--- src/rtl/cluster_pass_scheduler.sv ---
// Cluster encoder pass sequencer: turns a per-bx cluster count into capped encoder
// passes over a req/ack handshake with a watchdog, plus a one-deep pending count slot.
module cluster_pass_scheduler #(
    parameter int unsigned CNT_WIDTH         = 11,
    parameter int unsigned CLUSTERS_PER_PASS = 8,
    parameter int unsigned MAX_PASSES        = 2,
    parameter int unsigned TIMEOUT           = 15
) (
    input  logic                 clock4x,
    input  logic                 reset,
    input  logic [CNT_WIDTH-1:0] cnt_i,
    input  logic                 cnt_valid_i,
    input  logic                 pass_ack_i,
    output logic                 pass_req_o,
    output logic [3:0]           pass_idx_o,
    output logic                 frame_done_o,
    output logic [CNT_WIDTH-1:0] n_clusters_o,
    output logic                 overflow_o,
    output logic                 timeout_o,
    output logic                 busy_o,
    output logic [7:0]           drop_cnt_o
);

    localparam int unsigned       CW1     = CNT_WIDTH + 1;
    localparam logic [CW1-1:0]    CAP_W   = CW1'(CLUSTERS_PER_PASS * MAX_PASSES);
    localparam logic [CW1-1:0]    CPP_W   = CW1'(CLUSTERS_PER_PASS);
    localparam logic [7:0]        WD_LAST = 8'(TIMEOUT - 1);

    typedef enum logic [1:0] {S_IDLE, S_ISSUE, S_FINISH} state_t;

    state_t               r_state,    w_state_n;
    logic [CW1-1:0]       r_capped,   w_capped_n;
    logic                 r_ovf_f,    w_ovf_f_n;
    logic [3:0]           r_passes,   w_passes_n;
    logic [3:0]           r_acked,    w_acked_n;
    logic [7:0]           r_wdog,     w_wdog_n;
    logic                 r_tflag,    w_tflag_n;
    logic                 r_pend_v,   w_pend_v_n;
    logic [CNT_WIDTH-1:0] r_pend_cnt, w_pend_cnt_n;
    logic [7:0]           r_drop,     w_drop_n;
    logic                 r_req,      w_req_n;
    logic [3:0]           r_idx,      w_idx_n;
    logic                 r_done,     w_done_n;
    logic [CNT_WIDTH-1:0] r_ncl,      w_ncl_n;
    logic                 r_ovf,      w_ovf_n;
    logic                 r_to,       w_to_n;
    logic                 r_busy,     w_busy_n;

    logic [CNT_WIDTH-1:0] w_src;
    logic [CW1-1:0]       w_src_ext;
    logic [CW1-1:0]       w_capped;
    logic [3:0]           w_passes;
    logic [3:0]           w_ack_inc;
    logic [CW1-1:0]       w_deliv;
    logic [CW1-1:0]       w_deliv_min;

    // Pending count takes priority over a fresh strobe when a frame starts.
    assign w_src       = r_pend_v ? r_pend_cnt : cnt_i;
    assign w_src_ext   = CW1'(w_src);
    assign w_capped    = (w_src_ext > CAP_W) ? CAP_W : w_src_ext;
    assign w_passes    = 4'((w_capped + CPP_W - CW1'(1)) / CPP_W);
    assign w_ack_inc   = r_acked + 4'd1;
    assign w_deliv     = CW1'(r_acked) * CPP_W;
    assign w_deliv_min = (w_deliv < r_capped) ? w_deliv : r_capped;

    always_ff @(posedge clock4x or posedge reset) begin
        if (reset) begin
            r_state    <= S_IDLE;
            r_capped   <= '0;
            r_ovf_f    <= 1'b0;
            r_passes   <= '0;
            r_acked    <= '0;
            r_wdog     <= '0;
            r_tflag    <= 1'b0;
            r_pend_v   <= 1'b0;
            r_pend_cnt <= '0;
            r_drop     <= '0;
            r_req      <= 1'b0;
            r_idx      <= '0;
            r_done     <= 1'b0;
            r_ncl      <= '0;
            r_ovf      <= 1'b0;
            r_to       <= 1'b0;
            r_busy     <= 1'b0;
        end else begin
            r_state    <= w_state_n;
            r_capped   <= w_capped_n;
            r_ovf_f    <= w_ovf_f_n;
            r_passes   <= w_passes_n;
            r_acked    <= w_acked_n;
            r_wdog     <= w_wdog_n;
            r_tflag    <= w_tflag_n;
            r_pend_v   <= w_pend_v_n;
            r_pend_cnt <= w_pend_cnt_n;
            r_drop     <= w_drop_n;
            r_req      <= w_req_n;
            r_idx      <= w_idx_n;
            r_done     <= w_done_n;
            r_ncl      <= w_ncl_n;
            r_ovf      <= w_ovf_n;
            r_to       <= w_to_n;
            r_busy     <= w_busy_n;
        end
    end

    always_comb begin
        w_state_n    = r_state;
        w_capped_n   = r_capped;
        w_ovf_f_n    = r_ovf_f;
        w_passes_n   = r_passes;
        w_acked_n    = r_acked;
        w_wdog_n     = r_wdog;
        w_tflag_n    = r_tflag;
        w_pend_v_n   = r_pend_v;
        w_pend_cnt_n = r_pend_cnt;
        w_drop_n     = r_drop;
        w_req_n      = r_req;
        w_idx_n      = r_idx;
        w_done_n     = 1'b0;
        w_ncl_n      = r_ncl;
        w_ovf_n      = r_ovf;
        w_to_n       = r_to;

        case (r_state)
            S_IDLE: begin
                if (cnt_valid_i || r_pend_v) begin
                    w_capped_n   = w_capped;
                    w_ovf_f_n    = (w_src_ext > CAP_W);
                    w_passes_n   = w_passes;
                    w_acked_n    = '0;
                    w_wdog_n     = '0;
                    w_tflag_n    = 1'b0;
                    w_idx_n      = '0;
                    w_pend_v_n   = r_pend_v && cnt_valid_i;
                    w_pend_cnt_n = cnt_valid_i ? cnt_i : r_pend_cnt;
                    if (w_passes != 4'd0) begin
                        w_state_n = S_ISSUE;
                        w_req_n   = 1'b1;
                    end else begin
                        w_state_n = S_FINISH;
                    end
                end
            end
            S_ISSUE: begin
                if (pass_ack_i) begin
                    w_acked_n = w_ack_inc;
                    w_wdog_n  = '0;
                    if (w_ack_inc < r_passes) begin
                        w_idx_n = r_idx + 4'd1;
                    end else begin
                        w_req_n   = 1'b0;
                        w_state_n = S_FINISH;
                    end
                end else if (r_wdog == WD_LAST) begin
                    w_req_n   = 1'b0;
                    w_tflag_n = 1'b1;
                    w_state_n = S_FINISH;
                end else begin
                    w_wdog_n = r_wdog + 8'd1;
                end
            end
            S_FINISH: begin
                w_done_n  = 1'b1;
                w_ncl_n   = CNT_WIDTH'(r_tflag ? w_deliv_min : r_capped);
                w_ovf_n   = r_ovf_f;
                w_to_n    = r_tflag;
                w_state_n = S_IDLE;
            end
            default: w_state_n = S_IDLE;
        endcase

        // While busy a strobe fills the empty slot or is dropped.
        if (r_state != S_IDLE && cnt_valid_i) begin
            if (!r_pend_v) begin
                w_pend_v_n   = 1'b1;
                w_pend_cnt_n = cnt_i;
            end else if (r_drop != 8'hFF) begin
                w_drop_n = r_drop + 8'd1;
            end
        end

        w_busy_n = (w_state_n != S_IDLE);
    end

    assign pass_req_o   = r_req;
    assign pass_idx_o   = r_idx;
    assign frame_done_o = r_done;
    assign n_clusters_o = r_ncl;
    assign overflow_o   = r_ovf;
    assign timeout_o    = r_to;
    assign busy_o       = r_busy;
    assign drop_cnt_o   = r_drop;

endmodule
--- config.mk ---
export PLATFORM = sky130hd
export DESIGN_NAME = cluster_pass_scheduler
export DESIGN_NICKNAME = d
export VERILOG_FILES = /design/src/rtl/cluster_pass_scheduler.sv
export SDC_FILE = /design/constraint.sdc
export NUM_CORES = 1
export LEC_CHECK = 0
export ABC_AREA = 0
export CORE_AREA = 4 4 92 111
export CTS_CLUSTER_DIAMETER = 200
export DETAILED_ROUTE_END_ITERATION = 12
export DIE_AREA = 0 0 96 115
export HOLD_SLACK_MARGIN = 0.15
export PLACE_DENSITY = 0.57
export SLEW_MARGIN = 5
export SYNTH_ARGS = -nofsm -noshare
export SYNTH_HDL_FRONTEND = slang
export SYNTH_SLANG_ARGS = --single-unit
--- constraint.sdc ---
create_clock -name clock4x -period 3.1 [get_ports clock4x]
set_input_delay 0.31 -clock clock4x [delete_from_list [all_inputs] [get_ports clock4x]]
set_output_delay 0.31 -clock clock4x [all_outputs]
set_load 0.03 [all_outputs]
==> results of run 1 <==
## critical path, stage by stage (launching register included)
cell,delay (ps)
dfrtp_1,470
ha_1,270
xor2_1,150
ha_1,190
or3_1,390
o22ai_1,410
a21oi_1,130
a211o_1,270
## cell type report
class,count,area (µm²)
clock buffers,9,124
clock inverters,7,103
fillers,868,4760
inverters,17,63.8
multi-input cells,244,1660
flip-flops and latches,71,1780
well taps,120,150
repair buffers,45,443
## power groups by stage
stage | clock network, mW | registers, mW | logic [mW]
final | 0.843 | 1.44 | 1.47
after global routing | 0.910 | 1.49 | 1.64
after CTS | 0.867 | 1.44 | 1.48
after detailed placement | 0 | 1.46 | 1.48
after global placement | 0 | 1.45 | 1.46
after floorplan | 0 | 1.53 | 0.934
## cells by family after synthesis
group | count (synthesis) | synth area share (%)
buffers and inverters | 28 | 3.54
adders and majority gates | 13 | 4.49
and+or+nand+nor | 120 | 18.2
xor gates and xnor gates | 11 | 2.70
muxes | 19 | 5.79
DFF | 71 | 49.8
AOI/OAI and AO/OA | 81 | 15.4
## state kept, by name, summed over array words and instances, names as in the netlist
name and cells:
pass_req_o 1, r_wdog 8, r_capped 11, drop_cnt_o 8
r_pend_cnt 11, r_acked 4, pass_idx_o 4, r_ovf_f 1
frame_done_o 1, r_tflag 1, timeout_o 1, overflow_o 1
r_state 2, r_pend_v 1, r_passes 4, busy_o 1
n_clusters_o 11
## layer usage
layer / part of all wire [%] / track usage [%] / vias up / wire length [µm]
li1: - / - / 1352 / -
met1: 46 / 20.0 / 1306 / 3520
met2: 49 / 24.4 / 43 / 3810
met3: 2.8 / 2.68 / 13 / 218
met4: 2.2 / 7.78 / 0 / 172
met5: 0 / 0 / - / 0
## cells in the mapped netlist (3+ instances only)
cell type,instances
and2_1,5
mux2i_1,6
o21a_1,3
and3_1,3
mux2_2,13
a22o_1,5
o221a_2,4
or4_1,6
clkbuf_1,3
buf_2,5
nor3_1,7
xnor2_1,8
inv_1,17
nand2_1,37
o31ai_1,4
dfrtp_1,71
xor2_1,3
nand2b_1,4
nand3_1,8
nor2_1,19
o211ai_1,4
a21oi_1,11
o22ai_1,4
nor4_1,9
o21ai_0,27
a211o_1,4
ha_1,12
nand4_1,5
## through the flow
stage	total power [mW]	hold slack, ps	worst slack [ps]	util (%)
5_1_grt	4.04	522	535	47.6
6_report	3.74	481	704	47.6
2_1_floorplan	2.46	439	924	-
3_5_place_dp	2.94	471	726	45.1
4_1_cts	3.79	487	716	47.6
3_3_place_gp	2.91	462	770	45.1
## final timing paths
check,from,end,cells after the start
worst max-delay path,r_acked[0]$_DFFE_PP0P_,pass_idx_o[1]$_DFFE_PP0P_,7
worst min-delay path,n_clusters_o[9]$_DFFE_PP0P_,n_clusters_o[9]$_DFFE_PP0P_,2
worst max register to register,r_acked[0]$_DFFE_PP0P_,pass_idx_o[1]$_DFFE_PP0P_,7
worst min register to register,n_clusters_o[9]$_DFFE_PP0P_,n_clusters_o[9]$_DFFE_PP0P_,2
max in group asynchronous,reset,pass_idx_o[3]$_DFFE_PP0P_,3
min in group asynchronous,reset,n_clusters_o[10]$_DFFE_PP0P_,3
==> impl_metrics.toml, run 1 <==
[placement]
place_area_um2 = 4100
gp_congestion = 0.852
portBuffers = 42
dp.cells = 497
post-dp-hpwl_um = 5470

[synth]
ys_types = 53
synth_top_area_share_pct = 49.8
yosysSeqAreaShare_pct = 49.8
ys_seq_elements = 71
synth_top_cell_by_area = "dfrtp_1"
synth-edff-count = 0
netlist_area_um2 = 3570
synth_top_flop_cell = "dfrtp_1"
ys_warn_count = 0
avgSynthCellArea_um2 = 10.4
async_reset_ff_share_pct = 100
syn_inst = 343
yosys-top-cells-area = "dfrtp_1 (50%), ha_1 (4.2%), mux2_2 (4.1%)"
synth_nets = 370

[power_and_ir_drop]
p_switching_mw = 1.48
p_sw_share_pct = 39.5
p_leak_nw = 1.86
powerDensity_nw_per_um2 = 866
combPwrFrac_pct = 39.2
p_seq_share_pct = 38.3
peakVddDrop_mv = 0.318
clkPwrFrac_pct = 22.5
power.internal_mw = 2.27

[timing]
max_freq_mhz = 417
setup_tns_ps = 0
slew_headroom_pct = 40.9
hold_viol = 0
setup_viol = 0
period_needed_ps = 2400
worstMarginPinSlew_ps = 887
fin_worst_skew_ps = 7.79
period_share_pct = 77.3
rsz0062_at_grt = "false"
final_max_slew_viol_count = 0

[critical_path]
cp-end-kind = "flip-flop"
r2r_slack_ps = 700
worstPathMaxFanout = 8
worstSetupPathType = "reg -> reg"
cp.required_ps = 3340
cp.arrival_ps = 2640
cp-start-kind = "flip-flop"

[detailed_routing]
drt_wl_total_um = 7720
via_per_inst = 5.29
drtAntennaViolNets = 0
drtIter0Drc = 119
wl_per_cell_um = 15.0
vias = 2714
drc = 0
first_pass_iters = 4

[cells_and_area]
layout-drive-gt1-share_pct = 11.7
final_common_cell = "dfrtp_1"
layoutNonFillerInstCount = 513
final_area_um2 = 4320
nets = 415
area.growth.synth_to_final_pct = 21.2
mostFrequentLayoutCells = "dfrtp_1 (71), clkdlybuf4s50_1 (42), nand2_1 (37), o21ai_0 (27), nor2_1 (19)"
diodes = 0

[global_route]
overflow = 0
track_usage_pct = 15.4
grt_first_pass_wirelength_um = 13200
grt_max_degree = 72
grt_antenna_before_repair = 0
grt_pass1_vias = 2700

[die]
num_io_pins = 43
rows = 38
fp.dieH_um = 115
die_x_um = 96
core_area_um2 = 9080
dieArea_um2 = 11000
start_util_pct = 39.3

[clocking]
cts.path.max_buffers = 2
clock_latency_ps = 350
cts.sinks = 71
holdBufCountCts = 0
cts_post_setup_buffers_inserted = 0
cts-root-buf = "clkbuf_8"
cts_made_buffers = 9
ctsResizeCount = 0
clkTransAtPathRegs_ps = 80
cts_htree_levels = 3
cts_tree = "built"

[run]
max_cap_viol_count = 0

[worst_hold_path]
hp-class = "reg -> reg"

[outcome]
outcome = "complete, no violations"
No activity file was read; power rests on OpenSTA's default activity.
==> inputs of run 2 (changes only) <==
--- a/config.mk
+++ b/config.mk
@@ -11,7 +11,7 @@
 export DETAILED_ROUTE_END_ITERATION = 12
 export DIE_AREA = 0 0 96 115
 export HOLD_SLACK_MARGIN = 0.15
-export PLACE_DENSITY = 0.57
+export PLACE_DENSITY = 0.59
 export SLEW_MARGIN = 5
 export SYNTH_ARGS = -nofsm -noshare
 export SYNTH_HDL_FRONTEND = slang
==> constraint.sdc (replaced) <==
create_clock -name clock4x -period 2 [get_ports clock4x]
set_input_delay 0.2 -clock clock4x [delete_from_list [all_inputs] [get_ports clock4x]]
set_output_delay 0.2 -clock clock4x [all_outputs]
set_load 0.03 [all_outputs]
==> run 2 against run 1 <==
The flow now finishes with violations (negative setup slack). Clock-buffer cell count did not move. Combinational power rose by 86%. Total power rose by 62%. Global-route usage rose by 0.48 points. Flip-flop and latch count did not move. Highest routed layer unchanged.
==> impl_metrics.toml, run 2 (synthesized netlist as in run 1, its figures left out) <==
[placement]
portBuffers = 42
gp_congestion = 0.864
post-dp-hpwl_um = 5850
post-place-ws_ps = -113

[detailed_routing]
wl_per_cell_um = 14.5
drtAntennaViolNets = 0
first_pass_iters = 4
drc = 0
drtIter0Drc = 98
drt_wl_total_um = 7990
via_per_inst = 5.16
vias = 2842

[global_route]
grt_first_pass_wirelength_um = 13800
grt_pass1_vias = 2991
grt_antenna_before_repair = 0
overflow = 0
track_usage_pct = 15.9
grt_max_degree = 72

[critical_path]
path_cells = "ha_1, nand4_1, or4_4, a211o_1, o221a_2"
crit_slowest_cell = "dfrtp_2"
path_delay_family = "compound AO/OA/AOI/OAI gates"
cp-start-kind = "flip-flop"
cp.required_ps = 2240
worstSetupPathType = "reg -> reg"
slowest_delay_ps = 450
cp.arrival_ps = 2250
critPathBufInv = 0
cp-end-kind = "flip-flop"
worstPathMaxFanout = 5

[timing]
setup_viol = 4
period_share_pct = 100
period_needed_ps = 2010
hold_viol = 0
max_freq_mhz = 498
rsz0062_at_grt = "true"
final_max_slew_viol_count = 0
worstMarginPinSlew_ps = 511
fin_worst_skew_ps = 9.16
slew_headroom_pct = 65.9
fin_ws_ps = -9.41
timing.hold.ws_ps = 226

[clocking]
clock_latency_ps = 350
clkTransAtPathRegs_ps = 80
cts_made_buffers = 9
cts.path.max_buffers = 2
cts-root-buf = "clkbuf_8"
cts.sinks = 71
holdBufCountCts = 0
cts_tree = "built"
cts_htree_levels = 3

[power_and_ir_drop]
p_leak_nw = 2.03
peakVddDrop_mv = 0.544
powerDensity_nw_per_um2 = 1300

[cells_and_area]
area.growth.synth_to_final_pct = 31.0
layout-drive-gt1-share_pct = 22.5
final_common_cell = "dfrtp_1"
diodes = 0
mostFrequentLayoutCells = "dfrtp_1 (69), clkdlybuf4s50_1 (42), buf_4 (40), nand2_1 (37), o21ai_0 (27)"
fillers = 831
nets = 453

[worst_hold_path]
hp-class = "in -> async"

[die]
core_area_um2 = 9080
start_util_pct = 39.3
dieArea_um2 = 11000
die_x_um = 96
fp.dieH_um = 115
num_io_pins = 43
rows = 38

[outcome]
outcome = "finished with violations"
failed_checks = "negative setup slack"

[run]
max_cap_viol_count = 0
==> run 2: changes by cell type in the layout (fill, tap and decap cells not counted), moves of 2 or more <==
cell        change
buf_4          +37
clkinvlp_4      +3
ha_1            -3
inv_6           -3
dfrtp_1         -2
dfrtp_2         +2
ha_4            +2
==> run 2: worst register-to-register path, stage by stage, from the launching register on <==
cell and delay [ps]:
dfrtp_2 450, ha_1 300, nand4_1 100, or4_4 430, a211o_1 330, o221a_2 280
==> run 2: final timing paths <==
kind,from,end,slack [ps],cells after the start
max,r_acked[0]$_DFFE_PP0P_,n_clusters_o[4]$_DFFE_PP0P_,-9,5
min reg2reg,overflow_o$_DFFE_PP0P_,overflow_o$_DFFE_PP0P_,470,2
min,reset,r_pend_cnt[8]$_DFF_PP0_,230,3
min in group clock4x,overflow_o$_DFFE_PP0P_,overflow_o$_DFFE_PP0P_,470,2
max in group asynchronous,reset,r_acked[0]$_DFFE_PP0P_,1420,3
max reg2reg,r_acked[0]$_DFFE_PP0P_,n_clusters_o[4]$_DFFE_PP0P_,-9,5
==> run 2: through the flow <==
step / setup TNS (ps) / cells / area [µm²] / util (%) / power [mW]
floorplan: -3.25 / 343 / 3580 / - / 3.84
finish: -25.2 / 551 / 4670 / 51.4 / 6.05
global route: -592 / 551 / 4670 / 51.4 / 6.53
CTS: -61.2 / 548 / 4610 / 50.7 / 6.04
detailed placement: -421 / 527 / 4340 / 47.8 / 4.75
global placement: -83.3 / 527 / 4340 / 47.8 / 4.69
==> run 2: timing repair <==
action                                  CTS  global route
pin swaps                                 6             5
hold endpoints to repair                  0             0
endpoints found under the setup margin    9            11
buffers inserted                          5             3
resized for setup                         6             8
==> run 2: layout make-up <==
cell class              instances  area [µm²]  share of cell area, %
repair buffers                 83         741                   15.9
multi-input cells             244        1740                   37.3
well taps                     120         150                   3.21
clock inverters                 7        73.8                   1.58
inverters                      17        63.8                   1.37
flip-flops and latches         71        1780                   38.1
clock buffers                   9         124                   2.65
==> run 2: report_power, final <==
group	internal (mW)	switching (mW)
sequential	1.79	0.383
combinational	1.32	1.42
clock	0.574	0.569
total	3.68	2.37
==> run 2: metal layers <==
layer / part of all wire [%] / vias to the layer above / wire [µm] / global-route usage [%]
met5: 0 / - / 0 / 0
met4: 2.1 / 0 / 170 / 5.98
met3: 3.4 / 16 / 274 / 3.73
met2: 50 / 42 / 4000 / 26.3
met1: 44 / 1361 / 3550 / 20.0
li1: - / 1423 / - / -
==> inputs of run 3 (changes only) <==
--- a/config.mk
+++ b/config.mk
@@ -11,7 +11,6 @@
 export DETAILED_ROUTE_END_ITERATION = 12
 export DIE_AREA = 0 0 96 115
 export HOLD_SLACK_MARGIN = 0.15
-export PLACE_DENSITY = 0.59
 export SLEW_MARGIN = 5
 export SYNTH_ARGS = -nofsm -noshare
 export SYNTH_HDL_FRONTEND = slang
==> run 3 against run 2 <==
The flow still finishes with violations (negative setup slack). Clock power up 4%. Non-clock buffer count up 5. Via count up 1.5%. Largest power group unchanged. Largest cell class unchanged. Core utilization up 0.98 points.
==> impl_metrics.toml, run 3 (synthesized netlist as in run 1, its figures left out) <==
[detailed_routing]
drt_wl_total_um = 8040
first_pass_iters = 4
vias = 2886
wl_per_cell_um = 14.5
drtIter0Drc = 131
drtAntennaViolNets = 0
via_per_inst = 5.19
drc = 0

[clocking]
cts_tree = "built"
holdBufCountCts = 0
cts.sinks = 71
cts_htree_levels = 3
clock_latency_ps = 350
cts-root-buf = "clkbuf_8"
clkTransAtPathRegs_ps = 90
cts.path.max_buffers = 2
cts_made_buffers = 9

[placement]
portBuffers = 42
place_area_um2 = 4430
post-place-ws_ps = -123
gp_congestion = 0.891
post-dp-hpwl_um = 5930

[critical_path]
cp.arrival_ps = 2270
cp-start-kind = "flip-flop"
rr_startpoint = "r_acked[1]$_DFFE_PP0P_"
worstPathMaxFanout = 5
reg2reg_to = "n_clusters_o[6]$_DFFE_PP0P_"
r2r_slack_ps = -30
cp-end-kind = "flip-flop"
cp.required_ps = 2240
worstSetupPathType = "reg -> reg"
r2r_cells = 5

[power_and_ir_drop]
p_leak_nw = 2.08
peakVddDrop_mv = 0.567
total_power_mw = 6.28
powerDensity_nw_per_um2 = 1320

[timing]
period_share_pct = 102
period_needed_ps = 2030
final_max_slew_viol_count = 0
hold_viol = 0
fin_worst_skew_ps = 9.05
rsz0062_at_grt = "true"
timing.hold.ws_ps = 213
setup_viol = 7
slew_headroom_pct = 70.1
worstMarginPinSlew_ps = 442
fin_ws_ps = -33.3
max_freq_mhz = 492
setup_tns_ps = -132

[worst_hold_path]
hp-class = "in -> async"

[die]
core_area_um2 = 9080
num_io_pins = 43
fp.dieH_um = 115
rows = 38
start_util_pct = 39.3
dieArea_um2 = 11000
die_x_um = 96

[outcome]
failed_checks = "negative setup slack"
outcome = "finished with violations"

[cells_and_area]
area.growth.synth_to_final_pct = 33.5
final_area_um2 = 4760
mostFrequentLayoutCells = "dfrtp_1 (69), clkdlybuf4s50_1 (42), buf_4 (42), nand2_1 (37), o21ai_0 (26)"
diodes = 0
nets = 458
final_common_cell = "dfrtp_1"
layout-drive-gt1-share_pct = 24.1

[global_route]
grt_pass1_vias = 2965
overflow = 0
grt_max_degree = 44
grt_first_pass_wirelength_um = 13900
track_usage_pct = 15.9
grt_antenna_before_repair = 0

[run]
max_cap_viol_count = 0
## run 3: worst max path at each step
| stage | start | cells after the start | slack, ps | to |
|---|---|---|---|---|
| global route | r_acked[1]$_DFFE_PP0P_ | 5 | -110 | n_clusters_o[6]$_DFFE_PP0P_ |
| global placement | r_acked[1]$_DFFE_PP0P_ | 7 | -70 | pass_idx_o[1]$_DFFE_PP0P_ |
| floorplan | reset | 1 | -3 | busy_o$_DFF_PP0_ |
| detailed placement | r_acked[0]$_DFFE_PP0P_ | 6 | -120 | pass_idx_o[1]$_DFFE_PP0P_ |
| CTS | r_acked[0]$_DFFE_PP0P_ | 8 | -50 | pass_idx_o[0]$_DFFE_PP0P_ |
| finish | r_acked[1]$_DFFE_PP0P_ | 5 | -30 | n_clusters_o[6]$_DFFE_PP0P_ |
## run 3: final cells by class
cell class	count	area, µm²
clock buffers	9	124
flip-flops and latches	71	1780
inverters	17	63.8
fillers	820	4320
well taps	120	150
multi-input cells	244	1770
repair buffers	88	798
clock inverters	7	77.6
## run 3: stage by stage
| stage | util, % | cells |
|---|---|---|
| finish | 52.4 | 556 |
| global route | 52.4 | 556 |
| CTS | 51.7 | 554 |
| detailed placement | 48.8 | 537 |
| global placement | 48.8 | 537 |
| floorplan | - | 343 |
## run 3: per-layer routing
metal / track usage (%) / up-vias / wire, µm
met5: 0 / - / 0
met4: 6.64 / 0 / 150
met3: 3.34 / 12 / 226
met2: 27.3 / 44 / 4150
met1: 19.1 / 1394 / 3510
li1: - / 1436 / -
## run 3: power by group
| part | switching (mW) | leakage [nW] | internal, mW |
|---|---|---|---|
| Combinational | 1.48 | 1.06 | 1.43 |
| Clock | 0.593 | 0.101 | 0.591 |
| Sequential | 0.398 | 0.917 | 1.79 |
| Total | 2.47 | 2.08 | 3.81 |
## run 3: repair_timing
item,CTS,global route
endpoints found under the setup margin,13,18
gates resized for setup,12,9
pin swaps,4,8
hold endpoints to repair,0,0
setup buffers,1,2
## run 3: critical path: stages, from the launching register on
cell     delay [ps]
dfrtp_2         460
ha_1            310
nand4_1          90
or4_4           450
a211o_1         330
o221a_2         280
